==> config.mk <==
export PLATFORM = sky130hd
export DESIGN_NAME = tile_config_loader
export DESIGN_NICKNAME = d
export VERILOG_FILES = /design/src/rtl/tile_config_loader.sv
export SDC_FILE = /design/constraint.sdc
export NUM_CORES = 1
export LEC_CHECK = 0
export ABC_AREA = 1
export ABC_CLOCK_PERIOD_IN_PS = 14340
export BUFFER_PORTS_ARGS = -buffer_cell sky130_fd_sc_hd__buf_4
export CAP_MARGIN = 0
export CORE_MARGIN = 2
export CORE_UTILIZATION = 52
export CTS_BUF_LIST = sky130_fd_sc_hd__clkbuf_16
export DETAILED_ROUTE_END_ITERATION = 16
export GPL_TIMING_DRIVEN = 0
export PLACE_DENSITY = 0.81
export SYNTH_ARGS = -nofsm -noshare
export SYNTH_HDL_FRONTEND = slang
export SYNTH_SLANG_ARGS = --single-unit
==> constraint.sdc <==
create_clock -name clock -period 14.34 [get_ports clock]
set_input_delay 2.868 -clock clock [delete_from_list [all_inputs] [get_ports clock]]
set_output_delay 2.868 -clock clock [all_outputs]
set_load 0.03 [all_outputs]
==> src/rtl/tile_config_loader.sv <==
// rtl/tile_config_loader.sv - streams a checksummed configuration image into one logic tile
module tile_config_loader #(
  parameter int CONFIG_WIDTH = 194,
  parameter int WORD_WIDTH   = 8
) (
  input  logic                    clock,
  input  logic                    reset,
  input  logic                    cfg_start,
  input  logic                    cfg_valid,
  input  logic [WORD_WIDTH-1:0]   cfg_data,
  output logic                    cfg_ready,
  output logic [CONFIG_WIDTH-1:0] config_out,
  output logic                    tile_nreset,
  output logic                    busy,
  output logic                    done,
  output logic                    error
);

  localparam int NUM_WORDS = (CONFIG_WIDTH + WORD_WIDTH - 1) / WORD_WIDTH;
  localparam int CNT_W     = (NUM_WORDS > 1) ? $clog2(NUM_WORDS) : 1;
  localparam logic [CNT_W-1:0] LAST_WORD = CNT_W'(NUM_WORDS - 1);

  typedef enum logic [2:0] {
    IDLE,
    LOAD,
    CHECK,
    DONE,
    ERROR
  } state_t;

  state_t                  state;
  logic [CONFIG_WIDTH-1:0] shadow;
  logic [CONFIG_WIDTH-1:0] shadow_next;
  logic [CNT_W-1:0]        word_cnt;
  logic [WORD_WIDTH-1:0]   checksum;
  logic                    xfer;

  assign xfer = cfg_valid & cfg_ready;

  // Each word lane of the shadow takes cfg_data when the counter points at it.
  // The last lane is narrowed so padding bits above CONFIG_WIDTH never land anywhere.
  for (genvar k = 0; k < NUM_WORDS; k++) begin : g_lane
    localparam int LO = k * WORD_WIDTH;
    localparam int HI = (LO + WORD_WIDTH > CONFIG_WIDTH) ? CONFIG_WIDTH - 1 : LO + WORD_WIDTH - 1;
    assign shadow_next[HI:LO] = (word_cnt == CNT_W'(k)) ? cfg_data[HI-LO:0] : shadow[HI:LO];
  end

  // Load sequencer: start/restart, word capture with running XOR, checksum compare and commit.
  always_ff @(posedge clock or posedge reset) begin
    if (reset) begin
      state       <= IDLE;
      shadow      <= '0;
      word_cnt    <= '0;
      checksum    <= '0;
      config_out  <= '0;
      cfg_ready   <= 1'b0;
      tile_nreset <= 1'b0;
      busy        <= 1'b0;
      done        <= 1'b0;
      error       <= 1'b0;
    end else if (cfg_start) begin
      // A start wins over any word presented in the same cycle; that word is dropped.
      state       <= LOAD;
      shadow      <= '0;
      word_cnt    <= '0;
      checksum    <= '0;
      cfg_ready   <= 1'b1;
      tile_nreset <= 1'b0;
      busy        <= 1'b1;
      done        <= 1'b0;
      error       <= 1'b0;
    end else begin
      case (state)
        LOAD: begin
          if (xfer) begin
            shadow   <= shadow_next;
            checksum <= checksum ^ cfg_data;
            if (word_cnt == LAST_WORD) begin
              state <= CHECK;
            end else begin
              word_cnt <= word_cnt + CNT_W'(1);
            end
          end
        end
        CHECK: begin
          // Counter stays parked on the last word; the next word is the checksum.
          if (xfer) begin
            cfg_ready <= 1'b0;
            busy      <= 1'b0;
            if (cfg_data == checksum) begin
              state       <= DONE;
              done        <= 1'b1;
              tile_nreset <= 1'b1;
              config_out  <= shadow;
            end else begin
              state <= ERROR;
              error <= 1'b1;
            end
          end
        end
        default: begin
          // IDLE, DONE and ERROR hold until a start or reset.
        end
      endcase
    end
  end

endmodule

==> run metrics <==
total power divided by cell area=118.3 nW/um^2; reg-to-reg slack, setup=between 10 and 15 ns; total congestion overflow=0; CP cell instances=buf_4, buf_4; fraction of registers with async set or reset after synthesis=100.0%; post-layout total power=between 0.002 and 0.0025 W; share of Yosys cell area claimed by the top area cell type=roughly three fifths; peak ir drop on the vdd network=roughly 65 uV; most used cell along the critical path=sky130_fd_sc_hd__buf_4; count of synthesis-stage warnings from yosys=0; Slew HR=43.16%; outcome=finished clean; number of top-level pins=~210; CTS sink count=407; worst path bufs/invs=2; starting density of the core=52.84%; capturing element type of the critical path=output pin; hold_sp=config_out[99]$_DFFE_PP0P_; remaining antenna violation count=0; Tightest Hold Check Type=reg -> reg; number of setup buffers added after CTS=0; Net Count, Synth=1744; number of gates given a new drive strength after cts=0; global-route wire length before repair=approximately 72 mm; Netlist Area Pre-Place=around 17000 sq um; final standard cell area without fillers=20150 sq um; Tmin final=4.084 ns; floorplan die height=~180 um; antenna violations before repair=0; average routed wire per standard cell=between 15 and 20 um; CTS buffer count=40; max_cap viols=0; Crit path largest cell delay=0.41 ns; root buffer cell=sky130_fd_sc_hd__clkbuf_16; post-place instance area=18840 sq um; DR vias/cell=just under 6; origin of the worst setup path=busy$_DFFE_PP0P_; transition time at the pin with the least slew margin=roughly 0.85 ns; critical path data required time=11.47 ns; top area cells in the synthesized netlist=sky130_fd_sc_hd__dfrtp_1 61%, sky130_fd_sc_hd__nand2_1 11%, sky130_fd_sc_hd__nand4_1 7.4%; achievable frequency=0.2449 GHz; count of distinct cell types in the synthesized netlist=30; buffers from clock root to sink, at most=3; count of input and output buffers=209; via count=13940; delay-heaviest family, CP=flip-flops; post-detailed-routing wire length=44.57 mm; flip-flop and latch count after synthesis=407; quantity of hold-fixing buffers added after cts=0; Setup CP Type=reg -> out; max-slew violation count=0; Core Region=31560 sq um; DRC violation count after routing=0; Startpoint Class=flop; number of nets in the finished design=roughly 2000; reg-to-reg critical path startpoint=word_cnt[0]$_DFFE_PP0P_; share of layout cells above drive strength 1=21.84%; Final HPWL DP=30.70 mm; final setup vio count=0; Max Fanout on Critical Path=4; number of cells produced by synthesis=1727; row cnt=65; sequential share of the synthesized area=about three fifths; Leakage=around 10 nW; layout overhead on the synthesized area=20.87%; maximum clock skew at final layout=0.01796 ns; clk slew on worst S/H paths=0.06 ns; final standard cell count with taps included and fillers excluded=2412; share of the clock period used by the worst path=28.48%; average cell area after synthesis=between 9 and 10 sq um; cell at the slowest stage of the critical path=sky130_fd_sc_hd__dfrtp_1; clk_lat worst skew=0.52 ns; Detailed Routing Iterations Pass 1=5; Cells after DPL=2341; H-tree depth reported by CTS=2; final-report hold violation count=0; library cell occupying the most area in the post-synthesis netlist=sky130_fd_sc_hd__dfrtp_1; Die Width=183.1 um; number of antenna cells inserted=0; Iter 0 DRT Violations=1452; unrepaired setup endpoints after global routing=false; die outline area=33510 sq um; clock tree from TritonCTS=done; vias in the first global route=13430; largest net degree at the start of global routing=129; primary flip-flop cell chosen by synthesis mapping=sky130_fd_sc_hd__dfrtp_1; routability congestion estimate=0.8727; Worst Path Arrival=1.22 ns; count of flip-flops with a built-in enable after synthesis=0; global routing usage summed across all routing layers=26.74%
## per-stage QoR
| step | setup slack [ns] | util [%] | setup TNS (ns) | hold WS (ns) |
|---|---|---|---|---|
| final | 10.26 | 63.87 | 0 | 0.4833 |
| after global routing | 10.17 | 63.87 | 0 | 0.5031 |
| after CTS | 10.24 | 63.87 | 0 | 0.4853 |
| after detailed placement | 9.804 | 59.69 | 0 | 0.4670 |
| after global placement | -3.467 | 59.41 | -1398.67 | 0.4660 |
| after floorplan | 0.1491 | - | 0 | 0.4534 |
## cells in the mapped netlist (11+ instances only)
cell                       count
sky130_fd_sc_hd__buf_4        20
sky130_fd_sc_hd__nor2_1       17
sky130_fd_sc_hd__dfrtp_1     407
sky130_fd_sc_hd__nor3_1       11
sky130_fd_sc_hd__clkbuf_1     29
sky130_fd_sc_hd__inv_2        13
sky130_fd_sc_hd__nand4_1     196
sky130_fd_sc_hd__o21ai_0      94
sky130_fd_sc_hd__nand3_1     151
sky130_fd_sc_hd__nand2_1     497
sky130_fd_sc_hd__inv_1        30
sky130_fd_sc_hd__o21ai_1     105
sky130_fd_sc_hd__nand2_2      11
sky130_fd_sc_hd__buf_2        90
## kinds of logic after synthesis
group	synth area share [%]
fa+ha+maj	0.3752
flops	61.08
compound gates	6.589
buf+inv	5.853
simple gates	26.10
## metal layers
metal / vias up / GRT usage, % / wire (um)
met2: 642 / 43.65 / 21310
met1: 6760 / 37.43 / 18620
li1: 6432 / - / -
met5: - / 0 / 0
met4: 0 / 7.776 / 1084
met3: 104 / 4.230 / 3561
## worst register-to-register path, stage by stage, from the launching register on
cell                      delay [ns]
sky130_fd_sc_hd__dfrtp_1        0.42
sky130_fd_sc_hd__ha_1           0.31
sky130_fd_sc_hd__inv_1          0.11
sky130_fd_sc_hd__nor2_1         0.05
sky130_fd_sc_hd__ha_1           0.17
sky130_fd_sc_hd__a21oi_1        0.56
sky130_fd_sc_hd__buf_2          0.32
sky130_fd_sc_hd__o21ai_0        0.12
## cells in the final DEF, fill, tap and decap left out, drive strengths merged
| master | synthesis | routed |
|---|---|---|
| nand3b | 2 | 2 |
| nor2 | 29 | 29 |
| ha | 5 | 5 |
| dfrtp | 407 | 407 |
| clkinv | 0 | 15 |
| inv | 43 | 50 |
| o21ai | 203 | 203 |
| buf | 122 | 334 |
| nand3 | 153 | 153 |
| clkbuf | 29 | 70 |
| o22ai | 8 | 8 |
| bufinv | 0 | 6 |
| o21bai | 1 | 1 |
| a21oi | 2 | 2 |
| clkinvlp | 0 | 2 |
| nand4 | 204 | 204 |
| nor3 | 11 | 11 |
| nand2 | 508 | 508 |
## final timing paths
| path | cells after the start | end |
|---|---|---|
| max in group asynchronous | 4 | config_out[92]$_DFFE_PP0P_ |
| worst min register to register | 2 | config_out[99]$_DFFE_PP0P_ |
| worst max register to register | 7 | shadow[126]$_DFFE_PP0P_ |
| min in group asynchronous | 2 | config_out[176]$_DFFE_PP0P_ |
| worst max-delay path | 2 | cfg_ready |
| worst min-delay path | 2 | config_out[99]$_DFFE_PP0P_ |
## power breakdown
group	total, W	switching [W]	internal, W	leakage [nW]
combinational	0.000145	0.000113	0.0000326	4.17
sequential	0.00118	0.0000133	0.00117	5.63
clock	0.00106	0.000433	0.000626	0.670
## flip-flops by register name (all words and copies together), names as in the netlist
signal and cells:
busy 1, word_cnt 5, config_out 194, shadow 194, error 1, checksum 8, done 1, state 3
## area by class of cell
type | instances | area [sq um]
plain buffers | 151 | 814.5
well taps | 402 | 503.0
multi-input cells | 1126 | 5513
clock buffers | 41 | 1026
clock inverters | 30 | 291.5
inverters | 43 | 168.9
flip-flops and latches | 407 | 10180
repair buffers | 212 | 1652
fillers | 2437 | 11400
(Power assumes the default switching activity.)
